**src/rtl/decrypt_pkg.sv**
```systemverilog
// decrypt_pkg: definitions shared by the decryption datapath blocks.
//   D_WIDTH    - character width
//   EOM_CHAR   - end-of-message marker
//   channel_e  - decryptor channel encodings, plus the illegal code
//   in_state_e - message-tracking state of the input dispatcher
package decrypt_pkg;

    localparam int unsigned           D_WIDTH  = 8;
    localparam logic [D_WIDTH-1:0]    EOM_CHAR = 8'hFA;

    typedef enum logic [1:0] {
        CH_CAESAR  = 2'd0,
        CH_SCYTALE = 2'd1,
        CH_ZIGZAG  = 2'd2,
        CH_ILLEGAL = 2'd3
    } channel_e;

    typedef enum logic {
        StIdle,
        StMsg
    } in_state_e;

    // True for a selector code that names a real decryptor.
    function automatic logic is_legal_channel(input logic [1:0] ch);
        return ch != CH_ILLEGAL;
    endfunction

endpackage

```
**src/rtl/sync_fifo.sv**
```systemverilog
// sync_fifo: single-clock FIFO with synchronous active-low reset.
//   clk, rst_n       - clock, synchronous active-low reset
//   push_i, wdata_i  - write request and data (ignored when full)
//   pop_i, rdata_o   - read request (ignored when empty), head entry (show-ahead)
//   full_o, empty_o  - occupancy flags
//   count_o          - number of stored entries, 0..DEPTH
// DEPTH must be a power of two so the pointers wrap by natural overflow.
module sync_fifo #(
    parameter int unsigned WIDTH = 10,
    parameter int unsigned DEPTH = 4,
    localparam int unsigned AW   = $clog2(DEPTH),
    localparam int unsigned CW   = AW + 1
) (
    input  logic             clk,
    input  logic             rst_n,
    input  logic             push_i,
    input  logic [WIDTH-1:0] wdata_i,
    input  logic             pop_i,
    output logic [WIDTH-1:0] rdata_o,
    output logic             full_o,
    output logic             empty_o,
    output logic [CW-1:0]    count_o
);

    logic [WIDTH-1:0] r_mem [DEPTH];
    logic [AW-1:0]    r_wr_ptr;
    logic [AW-1:0]    r_rd_ptr;
    logic [CW-1:0]    r_count;

    logic w_push;
    logic w_pop;

    assign full_o  = (r_count == CW'(DEPTH));
    assign empty_o = (r_count == '0);
    assign count_o = r_count;
    assign rdata_o = r_mem[r_rd_ptr];

    assign w_push = push_i && !full_o;
    assign w_pop  = pop_i && !empty_o;

    // Storage is not reset: entries are only visible through count.
    always_ff @(posedge clk) begin
        if (w_push) begin
            r_mem[r_wr_ptr] <= wdata_i;
        end
    end

    always_ff @(posedge clk) begin
        if (!rst_n) begin
            r_wr_ptr <= '0;
            r_rd_ptr <= '0;
            r_count  <= '0;
        end else begin
            if (w_push) begin
                r_wr_ptr <= r_wr_ptr + AW'(1);
            end
            if (w_pop) begin
                r_rd_ptr <= r_rd_ptr + AW'(1);
            end
            unique case ({w_push, w_pop})
                2'b10:   r_count <= r_count + CW'(1);
                2'b01:   r_count <= r_count - CW'(1);
                default: r_count <= r_count;
            endcase
        end
    end

endmodule

```
**src/rtl/demux_dispatch.sv**
```systemverilog
// demux_dispatch: input-side dispatcher of the decryption datapath.
// Buffers a valid/ready character stream and routes each message to one of
// three decryptors; the channel is locked at the first character of a message
// and released by the end-of-message character (which is forwarded too).
//   clk, rst_n                 - clock, synchronous active-low reset
//   select                     - channel for the next message (3 = illegal)
//   data_i, valid_i, ready_o   - input character handshake
//   dataK_o, validK_o (K=0..2) - registered per-channel character and pulse
//   busyK_i (K=0..2)           - channel K cannot take a character this cycle
//   err_o                      - pulse per discarded illegal-message character
module demux_dispatch #(
    parameter int unsigned          D_WIDTH    = decrypt_pkg::D_WIDTH,
    parameter int unsigned          FIFO_DEPTH = 4,
    parameter logic [D_WIDTH-1:0]   EOM_CHAR   = D_WIDTH'(decrypt_pkg::EOM_CHAR)
) (
    input  logic               clk,
    input  logic               rst_n,
    input  logic [1:0]         select,
    input  logic [D_WIDTH-1:0] data_i,
    input  logic               valid_i,
    output logic               ready_o,
    output logic [D_WIDTH-1:0] data0_o,
    output logic [D_WIDTH-1:0] data1_o,
    output logic [D_WIDTH-1:0] data2_o,
    output logic               valid0_o,
    output logic               valid1_o,
    output logic               valid2_o,
    input  logic               busy0_i,
    input  logic               busy1_i,
    input  logic               busy2_i,
    output logic               err_o
);

    import decrypt_pkg::*;

    localparam int unsigned CW = $clog2(FIFO_DEPTH) + 1;
    localparam int unsigned EW = D_WIDTH + 2;

    in_state_e          r_state;
    logic [1:0]         r_msg_sel;

    logic               w_accept;
    logic [1:0]         w_tag;
    logic [EW-1:0]      w_wdata;
    logic [EW-1:0]      w_head;
    logic [1:0]         w_head_tag;
    logic [D_WIDTH-1:0] w_head_data;
    logic               w_full;
    logic               w_empty;
    logic [CW-1:0]      w_count;
    logic               w_pop;

    // Depends on the stored count only, so a pop in this cycle never
    // re-opens the input until the following cycle.
    assign ready_o  = (w_count < CW'(FIFO_DEPTH));
    assign w_accept = valid_i && !w_full;

    // First character of a message takes the live selector; the rest reuse
    // the latched one so selector changes mid-message are ignored.
    assign w_tag   = (r_state == StIdle) ? select : r_msg_sel;
    assign w_wdata = {w_tag, data_i};

    assign w_head_tag  = w_head[D_WIDTH +: 2];
    assign w_head_data = w_head[D_WIDTH-1:0];

    sync_fifo #(
        .WIDTH (EW),
        .DEPTH (FIFO_DEPTH)
    ) u_fifo (
        .clk     (clk),
        .rst_n   (rst_n),
        .push_i  (w_accept),
        .wdata_i (w_wdata),
        .pop_i   (w_pop),
        .rdata_o (w_head),
        .full_o  (w_full),
        .empty_o (w_empty),
        .count_o (w_count)
    );

    // Illegal-channel entries always drain; legal ones wait for their
    // channel, stalling everything behind them (no reordering).
    always_comb begin
        w_pop = 1'b0;
        if (!w_empty) begin
            if (!is_legal_channel(w_head_tag)) begin
                w_pop = 1'b1;
            end else begin
                unique case (w_head_tag)
                    CH_CAESAR:  w_pop = !busy0_i;
                    CH_SCYTALE: w_pop = !busy1_i;
                    CH_ZIGZAG:  w_pop = !busy2_i;
                    default:    w_pop = 1'b0;
                endcase
            end
        end
    end

    // Message-tracking FSM.
    always_ff @(posedge clk) begin
        if (!rst_n) begin
            r_state   <= StIdle;
            r_msg_sel <= CH_CAESAR;
        end else if (w_accept) begin
            unique case (r_state)
                StIdle: begin
                    r_msg_sel <= select;
                    // A lone EOM is a complete one-character message.
                    if (data_i != EOM_CHAR) begin
                        r_state <= StMsg;
                    end
                end
                StMsg: begin
                    if (data_i == EOM_CHAR) begin
                        r_state <= StIdle;
                    end
                end
                default: r_state <= StIdle;
            endcase
        end
    end

    // Output registers: every output is zero except in the cycle after a pop.
    always_ff @(posedge clk) begin
        if (!rst_n) begin
            data0_o  <= '0;
            data1_o  <= '0;
            data2_o  <= '0;
            valid0_o <= 1'b0;
            valid1_o <= 1'b0;
            valid2_o <= 1'b0;
            err_o    <= 1'b0;
        end else begin
            data0_o  <= '0;
            data1_o  <= '0;
            data2_o  <= '0;
            valid0_o <= 1'b0;
            valid1_o <= 1'b0;
            valid2_o <= 1'b0;
            err_o    <= 1'b0;
            if (w_pop) begin
                unique case (w_head_tag)
                    CH_CAESAR: begin
                        data0_o  <= w_head_data;
                        valid0_o <= 1'b1;
                    end
                    CH_SCYTALE: begin
                        data1_o  <= w_head_data;
                        valid1_o <= 1'b1;
                    end
                    CH_ZIGZAG: begin
                        data2_o  <= w_head_data;
                        valid2_o <= 1'b1;
                    end
                    default: err_o <= 1'b1;
                endcase
            end
        end
    end

endmodule

```
**config.mk**
```make
export PLATFORM = sky130hd
export DESIGN_NAME = demux_dispatch
export DESIGN_NICKNAME = d
export VERILOG_FILES = /design/src/rtl/decrypt_pkg.sv /design/src/rtl/sync_fifo.sv /design/src/rtl/demux_dispatch.sv
export SDC_FILE = /design/constraint.sdc
export NUM_CORES = 1
export LEC_CHECK = 0
export CORE_ASPECT_RATIO = 1.5
export CORE_MARGIN = 1.5
export CORE_UTILIZATION = 34
export CTS_CLUSTER_DIAMETER = 30
export DETAILED_ROUTE_END_ITERATION = 8
export DONT_BUFFER_PORTS = 1
export GPL_TIMING_DRIVEN = 0
export PLACE_DENSITY = 0.58
export REMOVE_ABC_BUFFERS = 1
export SYNTH_ARGS = -nofsm -noshare
export SYNTH_HDL_FRONTEND = slang
export SYNTH_SLANG_ARGS = --single-unit
```
**constraint.sdc**
```tcl
create_clock -name clk -period 2.7 [get_ports clk]
set_input_delay 0.54 -clock clk [delete_from_list [all_inputs] [get_ports clk]]
set_output_delay 0.54 -clock clk [all_outputs]
set_load 0.05 [all_outputs]
```
== Word level (Yosys, flattened, before mapping) ==
Memory sizes are Yosys's and may differ from the RTL's. A register that Yosys moved wholly into a read port is not among the register bits.
Index checks and enable logic that the tools add are counted.

* Logic and storage cells: 59
* Memory bits (read-only): 0
* Input port bits: 16
* Memories kept: 1
* Latch bits: 0
* Memory bits (writable): 40
* Output and inout bits: 29
* Bits in registers: 38

* Bitwise logic cells: 1
* Order comparisons: 1
* Shifts and indexed selects: 0
* Reductions and logical operators: 16
* $mul: 0
* Div/mod/pow operators: 0
* Add/subtract/negate cells: 4
* Muxes and demuxes: 16
* Equal/unequal tests: 8

{| class="wikitable"
|+ Memories
! memory !! words !! width !! rd ports !! clocked after memory_dff !! write ports !! RTL line !! text
|-
| u_fifo.r_mem || 4 || 10 || 1 || 1 || 1 || sync_fifo.sv:25 || <nowiki>logic [WIDTH-1:0] r_mem [DEPTH];</nowiki>
|}

{| class="wikitable"
|+ Operators with widths
! operator !! number
|-
| $mux W1 || 10
|-
| $reduce_and A3 Y1 || 3
|-
| $eq A8 B8 Y1 const B || 1
|-
| $ne A8 B8 Y1 const B || 1
|-
| $mux W2 || 3
|-
| $pmux W3 S2 || 1
|-
| $logic_not A1 Y1 || 5
|-
| $add A2 B1 Y2 const B || 2
|-
| $eq A2 B1 Y1 const B || 2
|-
| $eq A2 B2 Y1 const B || 2
|-
| $add A3 B1 Y3 const B || 1
|-
| $eq A3 B3 Y1 const B || 1
|-
| $logic_and A1 B1 Y1 || 3
|-
| $logic_not A3 Y1 || 1
|-
| $lt A3 B3 Y1 const B || 1
|-
| $pmux W1 S3 || 1
|-
| $reduce_or A3 Y1 || 1
|-
| $sub A3 B1 Y3 const B || 1
|-
| $logic_not A2 Y1 || 1
|-
| $ne A2 B2 Y1 const B || 1
|-
| $pmux W1 S2 || 1
|-
| $reduce_and A2 Y1 || 1
|-
| $reduce_bool A2 Y1 || 1
|-
| $not A1 Y1 || 1
|}

== Logic depth before layout (Yosys ltp) ==
Gate-level depths: netlist of the first run.

* Depth in word-level cells: 7
* Gate-level depth with buffers: 11
* Depth with buffers taken out: 9

== Modules after synthesis ==
Synthesis of the first run repeated with hierarchy kept, for this count alone.

* Cells, all modules: 198
* Area, all modules: 2,901.5 um2

{| class="wikitable"
|+ By module, submodules not included
! module !! seq. area each (um2) !! area each (um2) !! cells an instance !! instances
|-
| sync_fifo || 1,381.3 || 1,933.1 || 106 || 1
|-
| demux_dispatch || 620.6 || 968.4 || 92 || 1
|}

== Worst setup path before layout of the first run ==
OpenSTA, ideal clock, no wires.

* Path type: flip-flop to flip-flop
* Start: register with a tool-made name
* End: register u_fifo.r_count[2] (netlist: u_fifo.count_o[2])
* Clock period less this slack: 2.990 ns
* Cell stages (with the launch flop): 10
* Buffers on the path: 0
* Setup slack: -0.290 ns
* Data arrival time: 2.915 ns
* Setup time: 0.076 ns
* Required time: 2.624 ns
* Cells stage by stage: dfxtp_1 mux4_2 mux2_4 a211oi_1 ha_1 inv_1 fa_1 xor2_1 or3_1 a21boi_0

{| class="wikitable"
|+ RTL lines
! element !! RTL line !! text
|-
| end signal: assignment || sync_fifo.sv:61 || <nowiki>2'b10: r_count <= r_count + CW'(1);</nowiki>
|-
| end signal: assignment || sync_fifo.sv:62 || <nowiki>2'b01: r_count <= r_count - CW'(1);</nowiki>
|-
| end signal: assignment || sync_fifo.sv:63 || <nowiki>default: r_count <= r_count;</nowiki>
|-
| end: declaration || sync_fifo.sv:28 || <nowiki>logic [CW-1:0] r_count;</nowiki>
|}

==> results_dict.tcl, run 1 <==
set metrics [dict create \
    ios 45 \
    drtIter0Drc 43 \
    h-tree-depth 3 \
    cts_tree "yes" \
    worstPathRequired_ps 2970 \
    violations "setup timing" \
    path_max_fanout 2 \
    grt_max_degree 19 \
    port_buffers 0 \
    finalSetupTns_ps -60.87 \
    yosys_warnings 0 \
    rsz0062_at_grt "yes" \
    clk_path_buf_depth 2 \
    vias_per_cell 4.775 \
    ys_seq_area_share_pct 67.26 \
    start_kind "register" \
    cts.sinks 80 \
    gp_congestion 0.7075 \
    drv_cap 0 \
    synth.area.top_cells "edfxtp_1, dfxtp_1, mux4_2" \
    reg2reg_depth 9 \
    crit_start "u_fifo.r_mem[3][8]$_DFFE_PP_" \
    clock_latency_ps 340 \
    synthDistinctLibCells 36 \
    max_slew_margin_pct 46.03 \
    netlist_area_sq_mm 0.002977 \
    worstMarginPinSlew_ps 802.9 \
    peakVddDrop_mv 0.5305 \
    worstSetupEndpointType "register" \
    antenna_left 0 \
    layout-drive-gt1-share_pct 20.18 \
    fin_crit_sh_pct 102.3 \
    avgSynthCellArea_sq_um 14.81 \
    finalCriticalPeriod_ps 2761 \
    dpl_cell_area_sq_mm 0.003064 \
    holdWs_ps 296.6 \
    grt-ovfl-total 0 \
    syn_to_final_growth_pct 17.95 \
    setup_slack_ps -60.87 \
    leakage_nw 1.226 \
    dp_slack_ps -1383 \
    drt-total-wl_mm 5.378 \
    hp-class "in2reg" \
    clkTransAtPathRegs_ps 60 \
    arrival_ps 3030 \
    diodes 0 \
    fin_worst_skew_ps 6.073 \
    synth_top_cell_by_area "edfxtp_1" \
    crit_type "reg2reg" \
    die-width_um 79.40 \
    num_rows 41 \
    grt_pass1_vias 1676 \
    cts_made_buffers 9 \
    synth_top_area_share_pct 40.35 \
    start_util_pct 35.17 \
    powerDensity_mw_per_mm2 1122 \
    slew_violations 0 \
    r2r_start "u_fifo.r_mem[3][8]$_DFFE_PP_" \
    drc_errors 0 \
    status "finished, violations left" \
    ys_ff_latch 80 \
    netlist_instances 201 \
    finalCoreUtilization_pct 41.48 \
    die_h_um 117.6 \
    stdcell_area_sq_mm 0.003511 \
    die_area_sq_mm 0.009336 \
    track_usage_pct 13.40 \
    fmax_mhz 362.2 \
    setup_viol 1 \
    dr.pass1.iters 4 \
    cts_root_buf "clkbuf_16" \
    core_region_area_sq_mm 0.008464 \
    antenna_found_initial 0 \
    hold_viol_final 0 \
    crit_end "u_fifo.count_o[2]$_SDFFE_PN0P_" \
    final_nets 235 \
    hpwl_mm 3.325 \
    post_drt_wl_per_cell_um 16.55 \
    grt_pass1_wl_mm 8.921 \
    r2r-end "u_fifo.count_o[2]$_SDFFE_PN0P_" \
    vias 1552 \
    r2r_slack_ps -60 \
]
==> registers in the layout, summed over array words and instances, names as in the netlist, 2 cells and up, named ones only <==
signal           count
data1_o              8
data0_o              8
u_fifo.r_mem        40
u_fifo.count_o       3
data2_o              8
u_fifo.r_rd_ptr      2
r_msg_sel            2
u_fifo.r_wr_ptr      2
==> routing by layer <==
| layer | wire length [um] | track usage [%] | up-vias |
|---|---|---|---|
| met2 | 2911 | 22.86 | 40 |
| met3 | 326 | 5.581 | 11 |
| li1 | - | - | 744 |
| met4 | 173 | 7.566 | 0 |
| met5 | 0 | 0 | - |
| met1 | 1966 | 13.39 | 757 |
==> critical path, stage by stage (launching register included) <==
cell and delay, ps:
edfxtp_1 380, mux4_2 540, mux2_4 350, a211oi_4 240, ha_2 240, inv_2 40, fa_2 330, xor2_1 150
or3_1 310, a21boi_1 130
==> cell usage after synthesis, drive strengths merged <==
master / number
nor3: 1
nor2b: 4
mux2i: 8
a41o: 1
mux2: 4
dfxtp: 40
edfxtp: 40
nor4: 2
nor2: 10
a211oi: 1
or3: 1
o211a: 1
and2: 15
ha: 5
o31a: 1
a2111o: 1
clkbuf: 4
nand3: 1
buf: 5
o21ai: 2
and4: 1
fa: 1
nor3b: 8
inv: 11
mux4: 10
a21boi: 1
a2111oi: 2
nand2b: 2
xor2: 1
xnor2: 2
nor4bb: 1
nand2: 14
==> metrics by stage <==
step,std cells,power (mW)
6_report,325,3.939
3_5_place_dp,299,2.549
5_1_grt,325,4.156
3_3_place_gp,299,2.531
2_1_floorplan,192,2.369
4_1_cts,325,3.971
==> power by group <==
group | switching (mW) | leakage [nW] | internal [mW]
combinational | 0.508 | 0.377 | 0.429
clock | 0.442 | 0.154 | 0.830
sequential | 0.259 | 0.694 | 1.47
total | 1.21 | 1.23 | 2.73
==> layout by cell type (no fill, tap or decap), types with 2 or more instances in the layout <==
cell type / n
buf_4: 9
dfxtp_1: 38
nor3b_1: 8
inv_1: 10
clkbuf_1: 2
dfxtp_4: 2
and2_1: 15
nor2_1: 10
nand2b_1: 2
bufinv_16: 2
mux4_2: 10
nand2_1: 14
nor2b_1: 4
mux2i_1: 8
clkbuf_16: 9
ha_1: 4
mux2_2: 3
edfxtp_1: 40
xnor2_1: 2
==> final cells by class <==
| type | instances | area, sq um |
|---|---|---|
| Sequential cell | 80 | 2009 |
| Clock inverter | 4 | 68.82 |
| Multi-Input combinational cell | 102 | 943.4 |
| Tap cell | 107 | 133.9 |
| Timing Repair Buffer | 9 | 67.56 |
| Inverter | 11 | 41.29 |
| Clock buffer | 12 | 246.5 |
| Fill cell | 772 | 4954 |
==> logic make-up (layout without fill, tap and decap cells) <==
| family | count (synthesis) | count (layout) | share of synthesized area (%) |
|---|---|---|---|
| flip-flops | 80 | 80 | 67.26 |
| AO/OA/AOI/OAI | 10 | 10 | 2.985 |
| XOR/XNOR | 3 | 3 | 0.8829 |
| buffers and inverters | 20 | 36 | 2.942 |
| AND/OR/NAND/NOR | 60 | 60 | 11.27 |
| multiplexers | 22 | 23 | 11.90 |
| adder cells (fa/ha/maj) | 6 | 6 | 2.774 |
==> how the worst min path moves through the flow <==
stage | end | startpoint | slack (ps) | cells after the start
finish | u_fifo.r_mem[3][0]$_DFFE_PP_ | data_i[0] | 300 | 0
global route | u_fifo.r_mem[1][1]$_DFFE_PP_ | data_i[1] | 280 | 0
CTS | u_fifo.r_mem[3][0]$_DFFE_PP_ | data_i[0] | 290 | 0
detailed placement | register | u_fifo.r_rd_ptr[1]$_SDFFE_PN0P_ | 470 | 2
global placement | u_fifo.r_rd_ptr[1]$_SDFFE_PN0P_ | u_fifo.r_rd_ptr[1]$_SDFFE_PN0P_ | 460 | 2
floorplan | register | u_fifo.r_rd_ptr[1]$_SDFFE_PN0P_ | 450 | 2
==> what timing repair did <==
item                                    4_1_cts  5_1_grt
endpoints found under the setup margin       34        2
hold buffers                                  0        0
cloned                                        1        0
pin swaps                                     4        1
hold endpoints to repair                      0        0
resized for setup                            10        2
buffers inserted                              9        0
Power figures use the tool's default switching activity.
==> run 2, diff against run 1 <==
--- a/config.mk
+++ b/config.mk
@@ -13,7 +13,9 @@
 export DONT_BUFFER_PORTS = 1
 export GPL_TIMING_DRIVEN = 0
 export PLACE_DENSITY = 0.58
+export RECOVER_POWER = 50
 export REMOVE_ABC_BUFFERS = 1
+export SETUP_SLACK_MARGIN = 0.2
 export SYNTH_ARGS = -nofsm -noshare
 export SYNTH_HDL_FRONTEND = slang
 export SYNTH_SLANG_ARGS = --single-unit
==> results_dict.tcl, run 2 (synthesis gave the netlist of run 1 again) <==
set metrics [dict create \
    status "finished, violations left" \
    violations "setup timing" \
    h-tree-depth 3 \
    diodes 0 \
    r2r_slack_ps -60 \
    setup_slack_ps -60.62 \
    grt_max_degree 19 \
    r2r-end "u_fifo.count_o[2]$_SDFFE_PN0P_" \
    start_util_pct 35.17 \
    worstPathRequired_ps 2970 \
    post_drt_wl_per_cell_um 16.50 \
    core_region_area_sq_mm 0.008464 \
    power_mw 3.938 \
    leakage_nw 1.226 \
    path_max_fanout 2 \
    cts_made_buffers 9 \
    fin_worst_skew_ps 6.046 \
    clk_path_buf_depth 2 \
    vias 1549 \
    top_register "u_fifo.r_mem" \
    hp-class "in2reg" \
    fmax_mhz 362.2 \
    finalCoreUtilization_pct 41.51 \
    holdWs_ps 296.7 \
    ios 45 \
    reg2reg_depth 9 \
    hpwl_mm 3.325 \
    fin_crit_sh_pct 102.2 \
    clock_latency_ps 340 \
    layout-drive-gt1-share_pct 19.72 \
    drc_errors 0 \
    rsz0062_at_grt "yes" \
    setup_viol 1 \
    vias_per_cell 4.766 \
    peakVddDrop_mv 0.5303 \
    track_usage_pct 13.40 \
    slew_violations 0 \
    drv_cap 0 \
    fill_cells 771 \
    die_area_sq_mm 0.009336 \
    dp_slack_ps -1383 \
    hp-start "data_i[0]" \
    clkTransAtPathRegs_ps 60 \
    gp_congestion 0.7075 \
    drtIter0Drc 51 \
    worstSetupEndpointType "register" \
    drt-total-wl_mm 5.364 \
    largest_register_ffs 40 \
    num_rows 41 \
    crit_type "reg2reg" \
    grt-ovfl-total 0 \
    grt_pass1_wl_mm 8.921 \
    grt_pass1_vias 1678 \
    final_common_cell "edfxtp_1" \
    worstMarginPinSlew_ps 803.0 \
    dr.pass1.iters 4 \
    cts_tree "yes" \
    hold_viol_final 0 \
    max_slew_margin_pct 46.02 \
    final_nets 235 \
    start_kind "register" \
    antenna_left 0 \
    die_h_um 117.6 \
    powerDensity_mw_per_mm2 1121 \
    die-width_um 79.40 \
    antenna_found_initial 0 \
    min_to "u_fifo.r_mem[3][0]$_DFFE_PP_" \
    min_path_cells 0 \
    cts.sinks 80 \
    finalCriticalPeriod_ps 2761 \
    arrival_ps 3030 \
    cts_root_buf "clkbuf_16" \
    port_buffers 0 \
    mostFrequentLayoutCells "edfxtp_1, dfxtp_1, nand2_1, and2_1" \
    r2r_start "u_fifo.r_mem[3][8]$_DFFE_PP_" \
    syn_to_final_growth_pct 18.03 \
]
run 2: final cells by class:
| cell class | count | area (sq um) | area share (%) |
|---|---|---|---|
| repair buffers | 9 | 67.56 | 1.923 |
| flip-flops and latches | 80 | 2009 | 57.19 |
| clock inverters | 4 | 68.82 | 1.959 |
| multi-input cells | 102 | 945.9 | 26.92 |
| inverters | 11 | 41.29 | 1.175 |
| clock buffers | 12 | 246.5 | 7.016 |
| well taps | 107 | 133.9 | 3.811 |
run 2: how the worst max path moves through the flow:
stage | start | end | slack [ps] | cells after the start
final | u_fifo.r_mem[3][8]$_DFFE_PP_ | u_fifo.count_o[2]$_SDFFE_PN0P_ | -60 | 9
after global routing | u_fifo.r_mem[0][8]$_DFFE_PP_ | u_fifo.count_o[2]$_SDFFE_PN0P_ | -190 | 9
after CTS | u_fifo.r_mem[3][8]$_DFFE_PP_ | u_fifo.count_o[2]$_SDFFE_PN0P_ | -40 | 9
after detailed placement | register | u_fifo.count_o[2]$_SDFFE_PN0P_ | -1380 | 9
after global placement | register | u_fifo.count_o[2]$_SDFFE_PN0P_ | -1300 | 9
after floorplan | register | u_fifo.count_o[2]$_SDFFE_PN0P_ | -850 | 9
run 2: metal layers:
layer | up-vias | global-route usage (%) | wire [um]
met3 | 11 | 5.581 | 326
met2 | 40 | 22.86 | 2908
met1 | 756 | 13.39 | 1955
met4 | 0 | 7.566 | 173
li1 | 742 | - | -
met5 | - | 0 | 0
run 2: repair_timing:
action	in CTS	in global routing
hold buffers	0	0
setup endpoints to repair	34	12
cloned	1	0
gates resized for setup	11	3
buffers inserted	9	0
pin swaps	4	2
run 2: through the flow:
step	area, sq um	std cells	TNS [ps]
finish	3513	325	-60.62
global route	3513	325	-185.3
CTS	3498	325	-40.99
detailed placement	3064	299	-12280
global placement	3064	299	-11090
floorplan	2930	192	-1688
run 2: critical path, stage by stage, from the launching register on:
cell	delay (ps)
edfxtp_1	380
mux4_2	540
mux2_4	350
a211oi_4	240
ha_2	240
inv_2	40
fa_2	330
xor2_1	150
or3_1	310
a21boi_1	120
run 2: power by group:
part           total, mW  internal, mW  switching [mW]
Clock               1.27         0.830           0.442
Combinational      0.937         0.429           0.508
Sequential          1.73          1.47           0.259
==> run 3, diff against run 2 <==
--- a/config.mk
+++ b/config.mk
@@ -5,7 +5,6 @@
 export SDC_FILE = /design/constraint.sdc
 export NUM_CORES = 1
 export LEC_CHECK = 0
-export CORE_ASPECT_RATIO = 1.5
 export CORE_MARGIN = 1.5
 export CORE_UTILIZATION = 34
 export CTS_CLUSTER_DIAMETER = 30
==> results_dict.tcl, run 3 (synthesis gave the netlist of run 1 again) <==
set metrics [dict create \
    status "finished, violations left" \
    violations "setup timing" \
    fmax_mhz 368.7 \
    grt_pass1_wl_mm 8.252 \
    antenna_found_initial 0 \
    fin_worst_skew_ps 12.00 \
    vias_per_cell 4.687 \
    final_common_cell "edfxtp_1" \
    fin_crit_sh_pct 100.5 \
    holdWs_ps 276.4 \
    r2r-end "u_fifo.count_o[2]$_SDFFE_PN0P_" \
    hp-start "data_i[7]" \
    drt-total-wl_mm 5.259 \
    reg2reg_depth 9 \
    worstMarginPinSlew_ps 758.3 \
    slew_violations 0 \
    worstPathRequired_ps 2990 \
    cpPeakStageDelay_ps 530 \
    stdcell_area_sq_mm 0.003377 \
    hold_viol_final 0 \
    top_register "u_fifo.r_mem" \
    grt-ovfl-total 0 \
    grt_pass1_vias 1497 \
    layout-drive-gt1-share_pct 20.64 \
    antenna_left 0 \
    peakVddDrop_mv 0.3389 \
    num_rows 33 \
    finalCriticalPeriod_ps 2713 \
    drv_cap 0 \
    clk_path_buf_depth 2 \
    path_cells "mux4_2, mux2_4, a211oi_4, ha_2, inv_2, fa_2, xor2_1, or3_1, a21boi_1" \
    min_path_cells 0 \
    ios 45 \
    max_slew_margin_pct 49.03 \
    core_region_area_sq_mm 0.008341 \
    grt_max_degree 19 \
    clkTransAtPathRegs_ps 90 \
    dpl_cell_area_sq_mm 0.003062 \
    final_nets 235 \
    hp-class "in2reg" \
    hpwl_mm 3.055 \
    min_to "u_fifo.r_mem[0][7]$_DFFE_PP_" \
    gp_congestion 0.7090 \
    syn_to_final_growth_pct 13.45 \
    cts_root_buf "clkbuf_8" \
    leakage_nw 1.163 \
    die_h_um 96.57 \
    worstSetupEndpointType "register" \
    drtIter0Drc 50 \
    cpMaxStageDelayCell "mux4_2" \
    path_max_fanout 2 \
    r2r_slack_ps -10 \
    setup_slack_ps -12.56 \
    setup_viol 1 \
    cts.sinks 80 \
    mostFrequentLayoutCells "edfxtp_1, dfxtp_1, nand2_1, and2_1" \
    powerDensity_mw_per_mm2 1028 \
    start_util_pct 35.69 \
    post_drt_wl_per_cell_um 16.28 \
    r2r_start "u_fifo.r_mem[3][8]$_DFFE_PP_" \
    fill_cells 787 \
    die_area_sq_mm 0.009325 \
    crit_type "reg2reg" \
    dr.pass1.iters 4 \
    die-width_um 96.57 \
    track_usage_pct 12.78 \
    drc_errors 0 \
    cts_tree "yes" \
    h-tree-depth 3 \
    start_kind "register" \
    rsz0062_at_grt "yes" \
    ctsHoldBuffers 0 \
    clock_latency_ps 350 \
    arrival_ps 3000 \
    largest_register_ffs 40 \
    port_buffers 0 \
    vias 1514 \
    diodes 0 \
    cts_made_buffers 9 \
]
==> run 3: worst max path at each step <==
stage                            startpoint                        endpoint  slack [ps]  cells after the start
6_report       u_fifo.r_mem[3][8]$_DFFE_PP_  u_fifo.count_o[2]$_SDFFE_PN0P_         -10                      9
4_1_cts        u_fifo.r_mem[3][8]$_DFFE_PP_  u_fifo.count_o[2]$_SDFFE_PN0P_         -20                      9
3_3_place_gp                       register  u_fifo.count_o[2]$_SDFFE_PN0P_       -1310                      9
5_1_grt        u_fifo.r_mem[3][8]$_DFFE_PP_  u_fifo.count_o[2]$_SDFFE_PN0P_        -150                      9
2_1_floorplan                      register  u_fifo.count_o[2]$_SDFFE_PN0P_        -850                      9
3_5_place_dp                       register  u_fifo.count_o[2]$_SDFFE_PN0P_       -1330                      9
==> run 3: what timing repair did <==
item / 4_1_cts / 5_1_grt
buffers inserted: 9 / 0
pin swaps: 5 / 1
setup endpoints to repair: 34 / 7
gates resized for setup: 11 / 1
cloned: 1 / 0
==> run 3: critical path, delay by kind of cell (launching register included) <==
| family | cells | cell delay, ps |
|---|---|---|
| muxes | 2 | 870 |
| adders and majority gates | 2 | 560 |
| DFF | 1 | 380 |
| AOI/OAI and AO/OA | 2 | 360 |
| and+or+nand+nor | 1 | 310 |
| xor gates and xnor gates | 1 | 150 |
| buffers and inverters | 1 | 40 |
==> run 3: power breakdown <==
group	total, mW	internal [mW]	switching, mW	leakage, nW
Clock	0.813	0.350	0.463	0.0912
Combinational	0.933	0.426	0.507	0.377
Sequential	1.72	1.47	0.257	0.694
==> run 3: cell type report <==
class	instances	area (sq um)	share of cell area, %
inverter	11	41.29	1.223
clock inverter	7	60.06	1.778
multi-input combinational	102	943.4	27.94
clock buffer	9	123.9	3.668
timing repair buffer	9	67.56	2.001
sequential	80	2009	59.50
tap	105	131.4	3.890
==> run 3: per-stage QoR <==
stage | util [%] | setup WS, ps | TNS [ps] | std cells | power [mW]
after global routing | 40.49 | -148.0 | -148.0 | 323 | 3.665
after global placement | 36.71 | -1308 | -10930 | 297 | 2.533
final | 40.49 | -12.56 | -12.56 | 323 | 3.471
after detailed placement | 36.71 | -1330 | -10950 | 297 | 2.544
after floorplan | - | -853.5 | -1688 | 192 | 2.369
after CTS | 40.34 | -19.59 | -19.59 | 323 | 3.494
==> run 3: metal layers <==
metal / part of all wire (%) / global-route usage (%) / up-vias / wire length (um)
met5: 0 / 0 / - / 0
met4: 1.9 / 7.005 / 0 / 100
met3: 4.7 / 4.617 / 9 / 248
met2: 48 / 19.11 / 33 / 2505
met1: 46 / 16.04 / 729 / 2404
li1: - / - / 743 / -
